===== src/rtl/mod_n_down_counter_pkg.sv =====
// Shared definitions for the modulo-N down counter:
// state encoding and the load-value clamp.
package counter_pkg;

   typedef enum logic [1:0] {
      IDLE    = 2'b00,
      COUNT   = 2'b01,
      EXPIRED = 2'b10
   } state_t;

   function automatic int unsigned clamp(
      input int unsigned v,
      input int unsigned hi
   );
      return (v > hi) ? hi : v;
   endfunction

endpackage


===== src/rtl/mod_n_down_counter_if.sv =====
// Control/status bundle of the modulo-N down counter.
// The master drives controls, the slave returns count and flags.
interface mod_n_down_counter_if #(
   parameter int WIDTH = 3
);
   logic             en;
   logic             start;
   logic             load;
   logic [WIDTH-1:0] d;
   logic             oneshot;
   logic [WIDTH-1:0] q;
   logic             tc;
   logic             done;
   logic             busy;

   modport master (
      output en, start, load, d, oneshot,
      input  q, tc, done, busy
   );

   modport slave (
      input  en, start, load, d, oneshot,
      output q, tc, done, busy
   );
endinterface


===== src/rtl/mod_n_down_counter.sv =====
// Loadable modulo-N down counter with free-run/one-shot modes,
// combinational borrow (tc) for cascading and a sticky done flag.
import counter_pkg::*;

module mod_n_down_counter #(
   parameter int MOD   = 8,
   parameter int WIDTH = 3
) (
   input logic              clk,
   input logic              rst_n,
   mod_n_down_counter_if.slave bus
);

   localparam int unsigned    QMAX_I = MOD - 1;
   localparam logic [WIDTH-1:0] QMAX = WIDTH'(QMAX_I);

   state_t           state, state_n;
   logic [WIDTH-1:0] q, q_n;
   logic             done, done_n;

   always_ff @(posedge clk or negedge rst_n) begin
      if (!rst_n) begin
         state <= IDLE;
         q     <= '0;
         done  <= 1'b0;
      end else begin
         state <= state_n;
         q     <= q_n;
         done  <= done_n;
      end
   end

   always_comb begin
      state_n = state;
      q_n     = q;
      done_n  = done;
      if (bus.load) begin
         q_n     = WIDTH'(clamp(32'(bus.d), QMAX_I));
         state_n = COUNT;
         done_n  = 1'b0;
      end else if (bus.start && state != COUNT) begin
         q_n     = QMAX;
         state_n = COUNT;
         done_n  = 1'b0;
      end else if (state == COUNT && bus.en) begin
         // wrap at MOD, not 2**WIDTH
         if (q != '0) begin
            q_n = q - 1'b1;
         end else if (!bus.oneshot) begin
            q_n = QMAX;
         end else begin
            state_n = EXPIRED;
            done_n  = 1'b1;
         end
      end
   end

   assign bus.q    = q;
   assign bus.done = done;
   assign bus.busy = (state == COUNT);
   assign bus.tc   = (state == COUNT) & bus.en & (q == '0);

endmodule


===== src/flat_wrapper.sv =====
// flat-port wrapper written by rule: the top's interface ports become plain ports
module mod_n_down_counter_flat 
#(
   parameter int MOD   = 8,
   parameter int WIDTH = 3
)
  (clk, rst_n, bus_en, bus_start, bus_load, bus_d, bus_oneshot, bus_q, bus_tc, bus_done, bus_busy);
  mod_n_down_counter_if #(.WIDTH(WIDTH)) bus_i ();
  input logic clk;
  input logic rst_n;
  input wire logic [$bits(bus_i.en)-1:0] bus_en;
  input wire logic [$bits(bus_i.start)-1:0] bus_start;
  input wire logic [$bits(bus_i.load)-1:0] bus_load;
  input wire logic [$bits(bus_i.d)-1:0] bus_d;
  input wire logic [$bits(bus_i.oneshot)-1:0] bus_oneshot;
  output wire logic [$bits(bus_i.q)-1:0] bus_q;
  output wire logic [$bits(bus_i.tc)-1:0] bus_tc;
  output wire logic [$bits(bus_i.done)-1:0] bus_done;
  output wire logic [$bits(bus_i.busy)-1:0] bus_busy;
  assign bus_i.en = bus_en;
  assign bus_i.start = bus_start;
  assign bus_i.load = bus_load;
  assign bus_i.d = bus_d;
  assign bus_i.oneshot = bus_oneshot;
  assign bus_q = bus_i.q;
  assign bus_tc = bus_i.tc;
  assign bus_done = bus_i.done;
  assign bus_busy = bus_i.busy;
  mod_n_down_counter #(.MOD(MOD), .WIDTH(WIDTH)) u_core (.clk(clk), .rst_n(rst_n), .bus(bus_i));
endmodule

===== config.mk =====
export PLATFORM = sky130hd
export DESIGN_NAME = mod_n_down_counter_flat
export DESIGN_NICKNAME = d
export VERILOG_FILES = /design/src/rtl/mod_n_down_counter_pkg.sv /design/src/rtl/mod_n_down_counter_if.sv /design/src/rtl/mod_n_down_counter.sv /design/src/flat_wrapper.sv
export SDC_FILE = /design/constraint.sdc
export NUM_CORES = 1
export LEC_CHECK = 0
export CAP_MARGIN = 25
export CELL_PAD_IN_SITES_DETAIL_PLACEMENT = 1
export CELL_PAD_IN_SITES_GLOBAL_PLACEMENT = 1
export CORE_AREA = 2 2 39 41
export CTS_BUF_LIST = sky130_fd_sc_hd__clkbuf_8 sky130_fd_sc_hd__clkbuf_16
export DETAILED_ROUTE_END_ITERATION = 8
export DIE_AREA = 0 0 41 43
export GPL_ROUTABILITY_DRIVEN = 0
export PLACE_DENSITY = 0.71
export SKIP_LAST_GASP = 1
export SYNTH_ARGS = -nofsm -noshare
export SYNTH_HDL_FRONTEND = slang
export SYNTH_SLANG_ARGS = --single-unit
export TNS_END_PERCENT = 100

===== constraint.sdc =====
create_clock -name clk -period 2.9 [get_ports clk]
set_input_delay 0.435 -clock clk [delete_from_list [all_inputs] [get_ports clk]]
set_output_delay 0.435 -clock clk [all_outputs]
set_load 0.03 [all_outputs]

==> impl_metrics.tcl, run 1 <==
set metrics [dict create \
    vias 333 \
    crit_path_max_incr_delay_ps 670 \
    drive_gt1_share_pct 9.259 \
    cts-root-buf "clkbuf_8" \
    rows 14 \
    tightest_slew_ps 310.8 \
    firstDrtPassIters 4 \
    finalMaxSlewViolations 0 \
    wl_met2_um 445 \
    drv_cap 0 \
    post-route-util_pct 39.69 \
    synth_edf_count 0 \
    syn_to_final_growth_pct 59.64 \
    synth_cell_type_count 21 \
    clk_latency_ps 220 \
    synth-main-ff-cell "dfrtp_1" \
    ctsLongestPathBuffers 2 \
    initial_utilization_pct 24.86 \
    die_x_um 41 \
    regArea_um2 125.1 \
    crit_required_ps 2470 \
    fin_ws_ps 576.2 \
    cp-end-kind "primary output" \
    ys_seq_area_share_pct 36.36 \
    wl_met1_um 460 \
    vdd_ir_drop_max_mv 0.2292 \
    rsz0062_at_grt "no" \
    final.setup.tns_ps 0 \
    hpwl_um 779.8 \
    worstSetupPathType "in2out" \
    cts_tree "yes" \
    grt_max_degree 7 \
    worst-path-buf-inv 2 \
    hold_buffers 0 \
    cp_common_cell "clkdlybuf4s50_1" \
    multi_input_area_um2 192.7 \
    r2r_start "u_core.bus.q[0]" \
    crit_chain "clkdlybuf4s50_1 > nand3b_4 > nor2_1 > clkdlybuf4s50_1" \
    crit_path_start_kind "primary input" \
    wl_um 938 \
    layout_worst_path_cycle_share_pct 80.13 \
    status "finished, final reports clean" \
    r2r_end "u_core.bus.q[2]" \
    power.density_nw_per_um2 527.8 \
    synthArstFlopShare_pct 100.0 \
    worstSetupStartpoint "bus_en" \
    antenna_cells 0 \
    critPathMaxFanout 5 \
    rrSetupSlack_ps 1170 \
    drtAntennaViolNets 0 \
    final_hold_viol_count 0 \
    ff2ff_path_depth 5 \
    max-slew-margin-rel_pct 79.22 \
    place_ws_ps 575.2 \
    cts_buffers 3 \
    setup_viol 0 \
    grt_pass1_wl_mm 1.462 \
    clkTransAtPathRegs_ps 30 \
    leakage_uw 0.0002375 \
    hp-class "in2async" \
    avgRoutedWirePerCell_um 13.40 \
    syn-num-nets 47 \
    avgSynthCellArea_um2 9.558 \
    grt_util_all_layers_pct 12.77 \
    post_cts_buffers 0 \
    grt-ovfl-total 0 \
    cts_num_sinks 5 \
    fmax_ghz 0.4303 \
    cp.arrival_ps 1890 \
    antenna_found_initial 0 \
    layout.nets 66 \
    worst-path-stages 4 \
    fin_total_pwr_uw 289.9 \
    drc 0 \
    dr.first_iter.drc_count 1 \
    pin_count 15 \
    clock-skew-final_ps 1.229 \
    avgViaCountPerCell 4.757 \
    period_minus_slack_ps 2324 \
    synth-seq-cells 5 \
    syn-cell-area_um2 344.1 \
    fill_cells 167 \
    ctsResizeCount 0 \
    synth_cells 36 \
    yosys_warnings 0 \
    wl_met3_um 32 \
    topRoutingLayerUsed "met3" \
    fp.coreArea_um2 1384 \
    die_area_um2 1763 \
    critPathCapture "bus_tc" \
    portBuffers 14 \
    die_y_um 43 \
    critPathSlowestCell "clkdlybuf4s50_1" \
    crit_family "buffers and inverters" \
    htreeDepth 1 \
    grt_pass1_vias 341 \
]
==> cell type report <==
| cell class | count | share of cell area (%) |
|---|---|---|
| Sequential cell | 5 | 22.78 |
| Multi-Input combinational cell | 24 | 35.08 |
| Tap cell | 16 | 3.645 |
| Clock buffer | 3 | 7.517 |
| Clock inverter | 1 | 0.6834 |
| Inverter | 7 | 4.784 |
| Timing Repair Buffer | 14 | 25.51 |
==> layout by cell type (no fill, tap or decap), drive strengths merged, types with 2 or more instances in the layout <==
master	Yosys	layout
nand3b	2	2
clkdlybuf4s50	0	14
nor2b	3	3
dfrtp	5	5
ha	2	2
nor2	2	2
inv	7	8
clkbuf	0	3
o221ai	2	2
==> report_power, final <==
group          switching (uW)  internal [uW]
clock                    31.0           90.4
sequential               7.30           77.1
combinational            43.2           40.9
total                    81.4            208
==> synthesized netlist by cell type (2+ instances only) <==
cell type  count  area (um^2)
nor2_1         2        7.510
inv_1          7        26.28
ha_1           2        25.02
dfrtp_1        5        125.1
o221ai_1       2        17.52
nor2b_1        3        18.77
==> worst min-delay path by stage <==
stage                    start              end  slack, ps
4_1_cts                  rst_n  u_core.bus.q[0]        440
5_1_grt                  rst_n  u_core.bus.q[0]        450
3_3_place_gp   u_core.bus.q[1]  u_core.bus.q[1]        610
6_report                 rst_n  u_core.bus.q[0]        430
3_5_place_dp   u_core.state[1]  u_core.state[0]        620
2_1_floorplan            rst_n  u_core.bus.q[0]        140
==> per-stage QoR <==
| stage | hold slack [ps] | instances | instance area (um^2) |
|---|---|---|---|
| after detailed placement | 615.2 | 66 | 504.2 |
| after CTS | 438.2 | 70 | 549.3 |
| final | 434.0 | 70 | 549.3 |
| after global routing | 447.5 | 70 | 549.3 |
| after global placement | 611.0 | 66 | 504.2 |
| after floorplan | 139.4 | 36 | 344.1 |
==> registers in the layout (all words and copies together) (netlist names) <==
signal and count:
u_core.state 2, u_core.bus.q 3
==> cells by family (layout without fill, tap and decap cells) <==
group                      count (synthesis)  count (layout)  synth area share, %
adders and majority gates                  2               2                7.272
buffers and inverters                      7              25                7.638
DFF                                        5               5                36.36
AOI/OAI and AO/OA                          9               9                21.82
and+or+nand+nor                           13              13                26.92
==> metal layers <==
metal	GRT usage [%]	vias up
met1	17.22	157
met3	3.141	0
li1	-	168
met5	0	-
met2	17.50	8
met4	8.000	0
(Power assumes the default switching activity.)
==> run 2: changes to the inputs <==
--- a/config.mk
+++ b/config.mk
@@ -8,12 +8,12 @@
 export CAP_MARGIN = 25
 export CELL_PAD_IN_SITES_DETAIL_PLACEMENT = 1
 export CELL_PAD_IN_SITES_GLOBAL_PLACEMENT = 1
-export CORE_AREA = 2 2 39 41
+export CORE_MARGIN = 2
+export CORE_UTILIZATION = 25
 export CTS_BUF_LIST = sky130_fd_sc_hd__clkbuf_8 sky130_fd_sc_hd__clkbuf_16
 export DETAILED_ROUTE_END_ITERATION = 8
-export DIE_AREA = 0 0 41 43
 export GPL_ROUTABILITY_DRIVEN = 0
-export PLACE_DENSITY = 0.71
+export PLACE_DENSITY = 0.72
 export SKIP_LAST_GASP = 1
 export SYNTH_ARGS = -nofsm -noshare
 export SYNTH_HDL_FRONTEND = slang
==> constraint.sdc (replaced) <==
create_clock -name clk -period 2.13 [get_ports clk]
set_input_delay 0.3195 -clock clk [delete_from_list [all_inputs] [get_ports clk]]
set_output_delay 0.3195 -clock clk [all_outputs]
set_load 0.03 [all_outputs]
==> impl_metrics.tcl, run 2 (same netlist as run 1, synthesis figures left out) <==
set metrics [dict create \
    place_ws_ps 118.8 \
    cts_num_sinks 5 \
    pin_count 15 \
    clkTransAtPathRegs_ps 40 \
    worstSetupPathType "reg2out" \
    drtAntennaViolNets 0 \
    crit_path_max_incr_delay_ps 720 \
    seq_power_share_pct 28.2 \
    grt_pass1_wl_mm 1.469 \
    syn_to_final_growth_pct 63.27 \
    drv_cap 0 \
    rows 13 \
    vias 345 \
    finalMaxSlewViolations 0 \
    grt_util_all_layers_pct 14.64 \
    dr.first_iter.drc_count 3 \
    vdd_ir_drop_max_mv 0.3284 \
    wl_um 880 \
    grt_pass1_vias 329 \
    p_int_uw 286.1 \
    leakage_uw 0.0002517 \
    clock-skew-final_ps 2.977 \
    crit_family "buffers and inverters" \
    worst-path-buf-inv 1 \
    power.switching_fraction_pct 28.67 \
    rsz0062_at_grt "no" \
    topRoutingLayerUsed "met3" \
    wl_met2_um 387 \
    clk_latency_ps 220 \
    period_minus_slack_ps 1966 \
    die_area_um2 1689 \
    drc 0 \
    status "finished, final reports clean" \
    firstDrtPassIters 4 \
    final_hold_viol_count 0 \
    final_cell_mix "13 x clkdlybuf4s50_1, 8 x inv_1, 5 x dfrtp_1" \
    portBuffers 14 \
    max_flop_register "u_core.bus.q" \
    combPwrFrac_pct 28.7 \
    crit_required_ps 1810 \
    die_x_um 41.10 \
    fp.coreArea_um2 1301 \
    critPathSlowestCell "clkdlybuf4s50_1" \
    antenna_cells 0 \
    avgViaCountPerCell 4.859 \
    cp.arrival_ps 1650 \
    cts-root-buf "clkbuf_8" \
    power.density_nw_per_um2 713.9 \
    wl_met3_um 74 \
    hp-class "in2async" \
    layout_worst_path_cycle_share_pct 92.32 \
    cts_buffers 3 \
    crit_chain "nor2b_1 > clkdlybuf4s50_1" \
    critPathMaxFanout 4 \
    grt_max_degree 7 \
    die_y_um 41.10 \
    hpwl_um 689.7 \
    final.setup.tns_ps 0 \
    fmax_ghz 0.5085 \
    layout.nets 68 \
    initial_utilization_pct 26.44 \
    clkPwrFrac_pct 43.1 \
    largest_register_ffs 3 \
    cts_tree "yes" \
    wl_met1_um 419 \
    antenna_found_initial 0 \
    fin_total_pwr_uw 401.1 \
    crit_path_start_kind "flop" \
    ctsLongestPathBuffers 2 \
    htreeDepth 1 \
    avgRoutedWirePerCell_um 12.39 \
    final_common_cell "clkdlybuf4s50_1" \
    setup_viol 0 \
    fin_ws_ps 163.6 \
    drive_gt1_share_pct 12.50 \
    max-slew-margin-rel_pct 79.55 \
    top_regs "u_core.bus.q (3), u_core.state (2)" \
    tightest_slew_ps 305.8 \
    cp-end-kind "primary output" \
    grt-ovfl-total 0 \
    p_sw_uw 115.0 \
]
-- run 2: final cells by class --
type / count / area, um^2
clock buffer: 3 / 41.29
clock inverter: 1 / 3.754
fill: 169 / 739.5
inverter: 7 / 26.28
multi-input combinational: 24 / 192.7
sequential: 5 / 125.1
tap: 15 / 18.77
timing repair buffer: 16 / 153.9
-- run 2: worst register-to-register path: stages (launching register included) --
cell	delay, ps
dfrtp_1	380
inv_1	80
ha_1	240
and3b_1	220
or4_1	480
a32oi_1	200
-- run 2: final timing paths --
kind | slack (ps) | startpoint | depth (start not counted) | to
setup / recovery | 160 | u_core.state[0] | 2 | bus_busy
hold / removal | 330 | rst_n | 1 | u_core.bus.q[0]
setup reg to reg | 450 | u_core.bus.q[0] | 5 | u_core.bus.q[2]
hold reg to reg | 590 | u_core.bus.q[1] | 2 | u_core.bus.q[1]
max in group asynchronous | 1600 | rst_n | 1 | u_core.state[1]
min in group clk | 590 | u_core.bus.q[1] | 2 | u_core.bus.q[1]
-- run 2: stage by stage --
stage	hold WS, ps	area, um^2	cells	utilization [%]
5_1_grt	338.1	561.8	71	43.17
2_1_floorplan	23.91	344.1	36	-
3_5_place_dp	567.4	518.0	67	39.81
3_3_place_gp	566.7	518.0	67	39.81
4_1_cts	330.2	561.8	71	43.17
6_report	325.2	561.8	71	43.17
-- run 2: repair_timing --
item | CTS | global route
buffers inserted | 0 | 0
setup endpoints to repair | 1 | 0
hold buffers | 0 | 0
gates resized for setup | 1 | 0
-- run 2: power groups by stage --
stage               clock, uW  sequential [uW]  combinational, uW
floorplan                   0              131               47.3
global route              186              115                128
detailed placement          0              115                117
finish                    173              113                115
CTS                       177              114                117
global placement            0              114                116
-- run 2: metal layers --
metal | GRT usage (%) | vias up
met5 | 0 | -
met4 | 4.839 | 0
met3 | 10.33 | 0
met2 | 19.53 | 14
met1 | 18.24 | 161
li1 | - | 170
==> run 3: changes to the inputs <==
--- a/config.mk
+++ b/config.mk
@@ -15,6 +15,7 @@
 export GPL_ROUTABILITY_DRIVEN = 0
 export PLACE_DENSITY = 0.72
 export SKIP_LAST_GASP = 1
+export SLEW_MARGIN = 0
 export SYNTH_ARGS = -nofsm -noshare
 export SYNTH_HDL_FRONTEND = slang
 export SYNTH_SLANG_ARGS = --single-unit
==> results of run 3 <==
Same layout as run 2: the final DEF is identical, and so are final timing and power.
